$ cat src/rtl/alu_seq_ctrl.sv
// Command sequencer around an 8-bit ALU: single-cycle logic/arith ops plus an
// 8x8 unsigned shift-add multiply that reuses the ALU add path.
module alu_seq_ctrl #(
   parameter int unsigned MUL_ITERS = 8
) (
   input  logic        clk,
   input  logic        rst,
   input  logic        cmd_valid,
   output logic        cmd_ready,
   input  logic [2:0]  cmd_op,
   input  logic [7:0]  cmd_a,
   input  logic [7:0]  cmd_b,
   output logic        rsp_valid,
   input  logic        rsp_ready,
   output logic [15:0] rsp_data,
   output logic [3:0]  rsp_flags,
   output logic        rsp_err,
   output logic        busy
);

   typedef enum logic [1:0] {StIdle, StExec, StMul, StResp} state_e;

   localparam logic [2:0] OpMul    = 3'b101;
   localparam logic [2:0] LastIter = 3'(MUL_ITERS - 1);

   state_e      state_q, state_d;
   logic [2:0]  op_q, op_d;
   logic [7:0]  a_q, a_d, b_q, b_d;
   logic [7:0]  p_hi_q, p_hi_d, p_lo_q, p_lo_d;
   logic [2:0]  cnt_q, cnt_d;
   logic        rsp_valid_q, rsp_valid_d;
   logic [15:0] rsp_data_q, rsp_data_d;
   logic [3:0]  rsp_flags_q, rsp_flags_d;
   logic        rsp_err_q, rsp_err_d;

   // alu8 datapath
   logic [2:0]  alu_ctl;
   logic [7:0]  alu_a, alu_b, alu_bm, alu_sum, alu_res;
   logic        alu_cout, alu_z, alu_n, alu_v;
   logic [15:0] mul_next;
   logic        arith_op;

   always_comb begin
      alu_bm = alu_ctl[2] ? ~alu_b : alu_b;
      {alu_cout, alu_sum} = {1'b0, alu_a} + {1'b0, alu_bm} + {8'h00, alu_ctl[2]};
      case (alu_ctl[1:0])
         2'b00:   alu_res = alu_a & alu_b;
         2'b01:   alu_res = alu_a | alu_b;
         2'b10:   alu_res = alu_sum;
         default: alu_res = {7'b0, alu_sum[7]};
      endcase
      alu_z = (alu_res == 8'h00);
      alu_n = alu_res[7];
      alu_v = (alu_a[7] == alu_bm[7]) && (alu_sum[7] != alu_a[7]);
   end

   // MUL owns the ALU as an adder; otherwise it is driven from the latched command
   always_comb begin
      alu_ctl = 3'b010;
      alu_a   = p_hi_q;
      alu_b   = p_lo_q[0] ? a_q : 8'h00;
      if (state_q != StMul) begin
         alu_a = a_q;
         alu_b = b_q;
         case (op_q)
            3'b000:  alu_ctl = 3'b000;
            3'b001:  alu_ctl = 3'b001;
            3'b010:  alu_ctl = 3'b010;
            3'b011:  alu_ctl = 3'b110;
            3'b100:  alu_ctl = 3'b111;
            default: alu_ctl = 3'b000;
         endcase
      end
   end

   assign mul_next = {alu_cout, alu_sum, p_lo_q[7:1]};
   assign arith_op = (op_q == 3'b010) || (op_q == 3'b011);

   always_comb begin
      state_d     = state_q;
      op_d        = op_q;
      a_d         = a_q;
      b_d         = b_q;
      p_hi_d      = p_hi_q;
      p_lo_d      = p_lo_q;
      cnt_d       = cnt_q;
      rsp_valid_d = rsp_valid_q;
      rsp_data_d  = rsp_data_q;
      rsp_flags_d = rsp_flags_q;
      rsp_err_d   = rsp_err_q;
      unique case (state_q)
         StIdle: begin
            if (cmd_valid) begin
               op_d = cmd_op;
               a_d  = cmd_a;
               b_d  = cmd_b;
               if (cmd_op == OpMul) begin
                  state_d = StMul;
                  cnt_d   = 3'd0;
                  p_hi_d  = 8'h00;
                  p_lo_d  = cmd_b;
               end else begin
                  state_d = StExec;
               end
            end
         end
         StExec: begin
            state_d     = StResp;
            rsp_valid_d = 1'b1;
            if (op_q > OpMul) begin
               rsp_data_d  = 16'h0000;
               rsp_flags_d = 4'b0000;
               rsp_err_d   = 1'b1;
            end else begin
               rsp_data_d  = {8'h00, alu_res};
               rsp_flags_d = {alu_z, alu_n, arith_op & alu_cout, arith_op & alu_v};
               rsp_err_d   = 1'b0;
            end
         end
         StMul: begin
            {p_hi_d, p_lo_d} = mul_next;
            cnt_d            = cnt_q + 3'd1;
            if (cnt_q == LastIter) begin
               state_d     = StResp;
               rsp_valid_d = 1'b1;
               rsp_data_d  = mul_next;
               rsp_flags_d = {(mul_next == 16'h0000), 1'b0, (mul_next[15:8] != 8'h00), 1'b0};
               rsp_err_d   = 1'b0;
            end
         end
         StResp: begin
            if (rsp_ready) begin
               state_d     = StIdle;
               rsp_valid_d = 1'b0;
            end
         end
      endcase
   end

   always_ff @(posedge clk or posedge rst) begin
      if (rst) begin
         state_q     <= StIdle;
         op_q        <= 3'b000;
         a_q         <= 8'h00;
         b_q         <= 8'h00;
         p_hi_q      <= 8'h00;
         p_lo_q      <= 8'h00;
         cnt_q       <= 3'd0;
         rsp_valid_q <= 1'b0;
         rsp_data_q  <= 16'h0000;
         rsp_flags_q <= 4'b0000;
         rsp_err_q   <= 1'b0;
      end else begin
         state_q     <= state_d;
         op_q        <= op_d;
         a_q         <= a_d;
         b_q         <= b_d;
         p_hi_q      <= p_hi_d;
         p_lo_q      <= p_lo_d;
         cnt_q       <= cnt_d;
         rsp_valid_q <= rsp_valid_d;
         rsp_data_q  <= rsp_data_d;
         rsp_flags_q <= rsp_flags_d;
         rsp_err_q   <= rsp_err_d;
      end
   end

   assign cmd_ready = (state_q == StIdle);
   assign busy      = (state_q != StIdle);
   assign rsp_valid = rsp_valid_q;
   assign rsp_data  = rsp_data_q;
   assign rsp_flags = rsp_flags_q;
   assign rsp_err   = rsp_err_q;

endmodule

$ cat config.mk
export PLATFORM = sky130hd
export DESIGN_NAME = alu_seq_ctrl
export DESIGN_NICKNAME = d
export VERILOG_FILES = /design/src/rtl/alu_seq_ctrl.sv
export SDC_FILE = /design/constraint.sdc
export NUM_CORES = 1
export LEC_CHECK = 0
export CORE_MARGIN = 5
export CORE_UTILIZATION = 56
export CTS_CLUSTER_SIZE = 14
export DETAILED_ROUTE_END_ITERATION = 12
export PLACE_DENSITY = 0.76
export SYNTH_ARGS = -nofsm -noshare
export SYNTH_HDL_FRONTEND = slang
export SYNTH_SLANG_ARGS = --single-unit
$ cat constraint.sdc
create_clock -name clk -period 4.5 [get_ports clk]
set_clock_uncertainty 0.1 [all_clocks]
set_input_delay 0.45 -clock clk [delete_from_list [all_inputs] [get_ports clk]]
set_output_delay 0.45 -clock clk [all_outputs]
set_load 0.005 [all_outputs]
==> results of run 1 <==
## worst max-delay path, delay by kind of cell (launching register included)
| family | cells | cell delay, ns |
|---|---|---|
| AND/OR/NAND/NOR | 6 | 1.81 |
| adder cells (fa/ha/maj) | 2 | 0.98 |
| flip-flops | 1 | 0.39 |
| XOR/XNOR | 2 | 0.39 |
| AO/OA/AOI/OAI | 2 | 0.37 |
| buffers and inverters | 1 | 0.12 |
## through the flow
step / instances / utilization / hold WS (ns) / setup WS [ns] / instance area, sq um
detailed placement: 502 / 0.6643 / 0.3694 / 0.3289 / 4267
finish: 518 / 0.7027 / 0.3776 / 0.2787 / 4513
floorplan: 390 / - / 0.3444 / 0.7143 / 3726
global route: 518 / 0.7027 / 0.4119 / 0.07478 / 4513
global placement: 502 / 0.6643 / 0.3621 / 0.4180 / 4267
CTS: 518 / 0.7027 / 0.3859 / 0.3020 / 4513
## cells in the mapped netlist (2+ instances only)
cell and instances:
dfrtp_1 62, nand2_1 57, o21ai_0 40, mux2_2 26, nor2_1 26, a21oi_1 18, inv_1 14, ha_1 13
clkbuf_1 12, mux2i_1 9, xnor2_1 9, a221oi_1 7, nand2b_1 6, o31ai_1 6, nand3_1 5, a22oi_1 4
nor2b_1 4, nor3_1 4, or3_1 4, xor2_1 4, a221o_1 3, a31oi_1 3, buf_2 3, nand4_1 3
o211ai_1 3, a211o_1 2, a21boi_0 2, a21o_1 2, and2_1 2, buf_1 2, nor4_1 2, o2111ai_1 2
o21ai_1 2, xnor2_4 2
## routing by layer
metal / track usage / wire (microns)
met5: 0 / 0
met1: 0.3432 / 4336
met3: 0.03719 / 581
met4: 0.1068 / 273
met2: 0.3932 / 4689
## final cells by class
| type | instances | area [sq um] | area share |
|---|---|---|---|
| Multi-Input combinational cell | 296 | 2057 | 0.4558 |
| Sequential cell | 62 | 1551 | 0.3438 |
| Timing Repair Buffer | 52 | 505.5 | 0.1120 |
| Clock buffer | 10 | 137.6 | 0.03050 |
| Clock inverter | 6 | 108.9 | 0.02412 |
| Tap cell | 77 | 96.34 | 0.02135 |
| Inverter | 15 | 56.30 | 0.01248 |
## flip-flops by register name, indices dropped and copies added (netlist names)
register and count:
state_q 2, cnt_q 3, a_q 8, rsp_data 16
p_lo_q 8, p_hi_q 8, rsp_flags 4, op_q 3
rsp_err 1, b_q 8, rsp_valid 1
## cell families (layout without fill, tap and decap cells)
family	count (synthesis)	after routing	share of synthesized area
muxes	35	35	0.1028
xor gates and xnor gates	15	15	0.04533
buffers and inverters	32	83	0.03324
DFF	62	62	0.4164
AOI/OAI and AO/OA	107	107	0.1901
and+or+nand+nor	125	125	0.1632
adders and majority gates	14	14	0.04903
## worst min path at each step
stage	from	endpoint	slack, ns	depth (start not counted)
after floorplan	p_hi_q[1]	p_hi_q[1]	0.34	2
after global placement	rsp_data[13]	rsp_data[13]	0.36	2
after detailed placement	rsp_data[15]	rsp_data[15]	0.37	2
after CTS	rsp_data[13]	rsp_data[13]	0.39	2
after global routing	rsp_data[15]	rsp_data[15]	0.41	2
final	rsp_data[15]	rsp_data[15]	0.38	2
==> results.sh, run 1 <==
export IMPL_h_tree_depth=3
export IMPL_drc=0
export IMPL_drt_first_iter_violations=201
export IMPL_worstMarginPinSlew_ns=1.031
export IMPL_ys_async_sr_fraction=1.000
export IMPL_cts_buffer_depth=2
export IMPL_fin_tns_setup_ns=0
export IMPL_synth_top_area_frac=0.4164
export IMPL_crit_end="rsp_flags[3]"
export IMPL_fp_dieArea_sq_um=8385
export IMPL_hold_buffers=0
export IMPL_synth_warnings=0
export IMPL_synthCells=390
export IMPL_ys_types=61
export IMPL_startpoint="state_q[0]"
export IMPL_clock_sinks=62
export IMPL_synth_area_top_cells="dfrtp_1 (42%), mux2_2 (7.9%), nand2_1 (5.7%)"
export IMPL_min_period_ns=4.221
export IMPL_min_path_type="flip-flop to flip-flop"
export IMPL_grtUsageTotal=0.2497
export IMPL_status="finished clean"
export IMPL_cap_violations=0
export IMPL_grt_pass1_vias=3098
export IMPL_synthFlopType="dfrtp_1"
export IMPL_dpl_hpwl_mm=7.433
export IMPL_cp_slowest_cell="ha_2"
export IMPL_ys_seq_elements=62
export IMPL_r2r_cells=13
export IMPL_slew_violations=0
export IMPL_worstPathArrival_ns=4.41
export IMPL_die_h_microns=91.57
export IMPL_rsz0062_at_grt="no"
export IMPL_antenna_found_initial=0
export IMPL_tritoncts="done"
export IMPL_grt_max_degree=33
export IMPL_relSlewSlack=0.3103
export IMPL_final_antenna_net_count=0
export IMPL_setup_violations=0
export IMPL_wl_per_cell_microns=19.08
export IMPL_dieWidth_microns=91.57
export IMPL_place_gp_congestion=0.9685
export IMPL_seq_area_frac_synth=0.4164
export IMPL_cts_setup_buffers=0
export IMPL_hold_viol=0
export IMPL_final_cell_mix="dfrtp_1 (62), nand2_1 (57), clkdlybuf4s50_1 (46)"
export IMPL_cp_max_fo=23
export IMPL_yosysTopAreaCell="dfrtp_1"
export IMPL_mostFrequentLayoutCell="dfrtp_1"
export IMPL_drt_pass1_iterations=5
export IMPL_nets=473
export IMPL_syn2layout_area_growth_pct=21.12
export IMPL_port_buffers=46
export IMPL_antenna_cells=0
export IMPL_rr_endpoint="rsp_flags[3]"
export IMPL_max_stage_delay_ns=0.51
export IMPL_vias=3177
export IMPL_num_rows=29
export IMPL_grt_ovfl_total=0
export IMPL_synth_edf_count=0
export IMPL_syn_area_per_cell_sq_um=9.554
export IMPL_crit_chain="inv_1, ha_2, nor4b_2, nor2_4, xor2_1, fa_1, a211oi_2, nor2_2, xnor2_4, or4b_1, or4_4, nor4_2, a211o_1"
export IMPL_syn_nets=427
export IMPL_worstPathRequired_ns=4.69
export IMPL_cts_root_buffer="clkbuf_8"
export IMPL_period_share=0.9381
export IMPL_rrSetupSlack_ns=0.28
export IMPL_worst_setup_path_end_kind="flip-flop"
export IMPL_drive_gt1_frac=0.1542
export IMPL_clock_fmax_mhz=236.9
export IMPL_tritoncts_num_buffers=9
export IMPL_clk_latency_ns=0.35
export IMPL_pin_count=47
export IMPL_crit_type="flip-flop to flip-flop"
export IMPL_synth_area_sq_um=3726
export IMPL_cts_clk_slew_worst_paths_ns=0.07
export IMPL_wirelength_mm=9.881
export IMPL_r2r_start="state_q[0]"
export IMPL_fillCellCount=495
export IMPL_start_util=0.5802
export IMPL_vias_per_cell=6.133
export IMPL_start_kind="flip-flop"
export IMPL_grt_pass1_wl_mm=16.39
export IMPL_cts_resized=0
export IMPL_core_area_sq_um=6422
Power of run 1 is not shown: default switching activity piles up to over one toggle a cycle in this logic, so the estimate is an artifact.
==> run 2: changes to the inputs <==
--- a/config.mk
+++ b/config.mk
@@ -5,11 +5,12 @@
 export SDC_FILE = /design/constraint.sdc
 export NUM_CORES = 1
 export LEC_CHECK = 0
-export CORE_MARGIN = 5
+export CORE_MARGIN = 2
 export CORE_UTILIZATION = 56
 export CTS_CLUSTER_SIZE = 14
 export DETAILED_ROUTE_END_ITERATION = 12
 export PLACE_DENSITY = 0.76
+export SLEW_MARGIN = 20
 export SYNTH_ARGS = -nofsm -noshare
 export SYNTH_HDL_FRONTEND = slang
 export SYNTH_SLANG_ARGS = --single-unit
==> results.sh, run 2 (synthesis gave the netlist of run 1 again) <==
export IMPL_clk_latency_ns=0.34
export IMPL_crit_type="flip-flop to flip-flop"
export IMPL_setup_violations=0
export IMPL_tritoncts_num_buffers=9
export IMPL_start_kind="flip-flop"
export IMPL_cts_buffer_depth=2
export IMPL_num_rows=29
export IMPL_whs_path_depth=2
export IMPL_holdPathEnd="rsp_data[3]"
export IMPL_final_antenna_net_count=0
export IMPL_mostFrequentLayoutCell="dfrtp_1"
export IMPL_worstPathArrival_ns=4.45
export IMPL_vias_per_cell=6.120
export IMPL_clock_sinks=62
export IMPL_start_util=0.5835
export IMPL_nets=474
export IMPL_r2r_start="state_q[0]"
export IMPL_rr_endpoint="rsp_flags[3]"
export IMPL_antenna_found_initial=0
export IMPL_grt_pass1_wl_mm=16.15
export IMPL_final_cell_mix="dfrtp_1 (62), nand2_1 (57), clkdlybuf4s50_1 (46)"
export IMPL_wirelength_mm=9.791
export IMPL_wl_per_cell_microns=18.94
export IMPL_hp_start="rsp_data[3]"
export IMPL_die_h_microns=85.57
export IMPL_drt_first_iter_violations=269
export IMPL_dieWidth_microns=85.57
export IMPL_rrSetupSlack_ns=0.23
export IMPL_worstMarginPinSlew_ns=0.7556
export IMPL_status="finished clean"
export IMPL_drive_gt1_frac=0.1500
export IMPL_period_share=0.9479
export IMPL_min_path_type="flip-flop to flip-flop"
export IMPL_cts_setup_buffers=0
export IMPL_core_area_sq_um=6386
export IMPL_grt_ovfl_total=0
export IMPL_r2r_cells=13
export IMPL_rsz0062_at_grt="no"
export IMPL_pin_count=47
export IMPL_vias=3164
export IMPL_cap_violations=0
export IMPL_grt_max_degree=34
export IMPL_syn2layout_area_growth_pct=19.38
export IMPL_h_tree_depth=3
export IMPL_cts_clk_slew_worst_paths_ns=0.07
export IMPL_largest_reg_flops=16
export IMPL_clock_fmax_mhz=234.4
export IMPL_drt_pass1_iterations=5
export IMPL_cp_max_fo=17
export IMPL_fin_tns_setup_ns=0
export IMPL_fillCellCount=535
export IMPL_worstPathRequired_ns=4.68
export IMPL_grt_pass1_vias=3155
export IMPL_place_gp_congestion=1.063
export IMPL_grtUsageTotal=0.2870
export IMPL_dpl_hpwl_mm=7.340
export IMPL_cts_resized=0
export IMPL_utilization=0.6965
export IMPL_antenna_cells=0
export IMPL_min_period_ns=4.266
export IMPL_fp_dieArea_sq_um=7322
export IMPL_port_buffers=46
export IMPL_slew_violations=0
export IMPL_hold_buffers=0
export IMPL_worst_setup_path_end_kind="flip-flop"
export IMPL_relSlewSlack=0.4916
export IMPL_cts_root_buffer="clkbuf_8"
export IMPL_drc=0
export IMPL_tritoncts="done"
export IMPL_hold_viol=0
==> run 2: changes by cell type in the layout (fill, tap and decap cells not counted), sizes merged <==
cell    previous run  this run
bufinv             3         0
clkbuf            10        13
clkinv             3         1
buf                6         7
==> run 2: critical path, stage by stage, from the launching register on <==
cell and delay (ns):
dfrtp_1 0.39, inv_1 0.12, ha_2 0.49, nor4b_2 0.14, nor2_4 0.36, xor2_1 0.18
fa_1 0.47, a211oi_2 0.27, nor2_2 0.11, xnor2_4 0.18, or4b_1 0.50, or4_4 0.51
nor4_2 0.26, a211o_1 0.12
==> run 2: cell type report <==
class	count	area [sq um]	area share
multi-input combinational	296	2057	0.4624
sequential	62	1551	0.3488
timing repair buffer	53	513.0	0.1153
clock buffer	13	168.9	0.03797
tap	77	96.34	0.02166
inverter	15	56.30	0.01266
clock inverter	1	5.005	0.001125
==> run 2: metal layers <==
layer | share of wire | global-route usage
met5 | 0 | 0
met4 | 0.036 | 0.1472
met3 | 0.063 | 0.04331
met2 | 0.46 | 0.4403
met1 | 0.44 | 0.3974
==> run 2: through the flow <==
stage	std cells	setup WS (ns)	cell area (sq um)	hold slack (ns)
CTS	517	0.2904	4448	0.3834
global placement	503	0.4328	4274	0.3624
global route	517	0.04440	4448	0.4029
detailed placement	503	0.3436	4274	0.3689
finish	517	0.2342	4448	0.3776
floorplan	390	0.7143	3726	0.3444
==> run 2: worst max-delay path by stage <==
stage	start	end	slack, ns
2_1_floorplan	state_q[0]	rsp_flags[3]	0.71
3_3_place_gp	state_q[0]	rsp_flags[3]	0.43
3_5_place_dp	state_q[0]	rsp_flags[3]	0.34
4_1_cts	state_q[0]	rsp_flags[3]	0.29
5_1_grt	state_q[0]	rsp_flags[3]	0.04
6_report	state_q[0]	rsp_flags[3]	0.23
Power of run 2 is left out for the same reason.
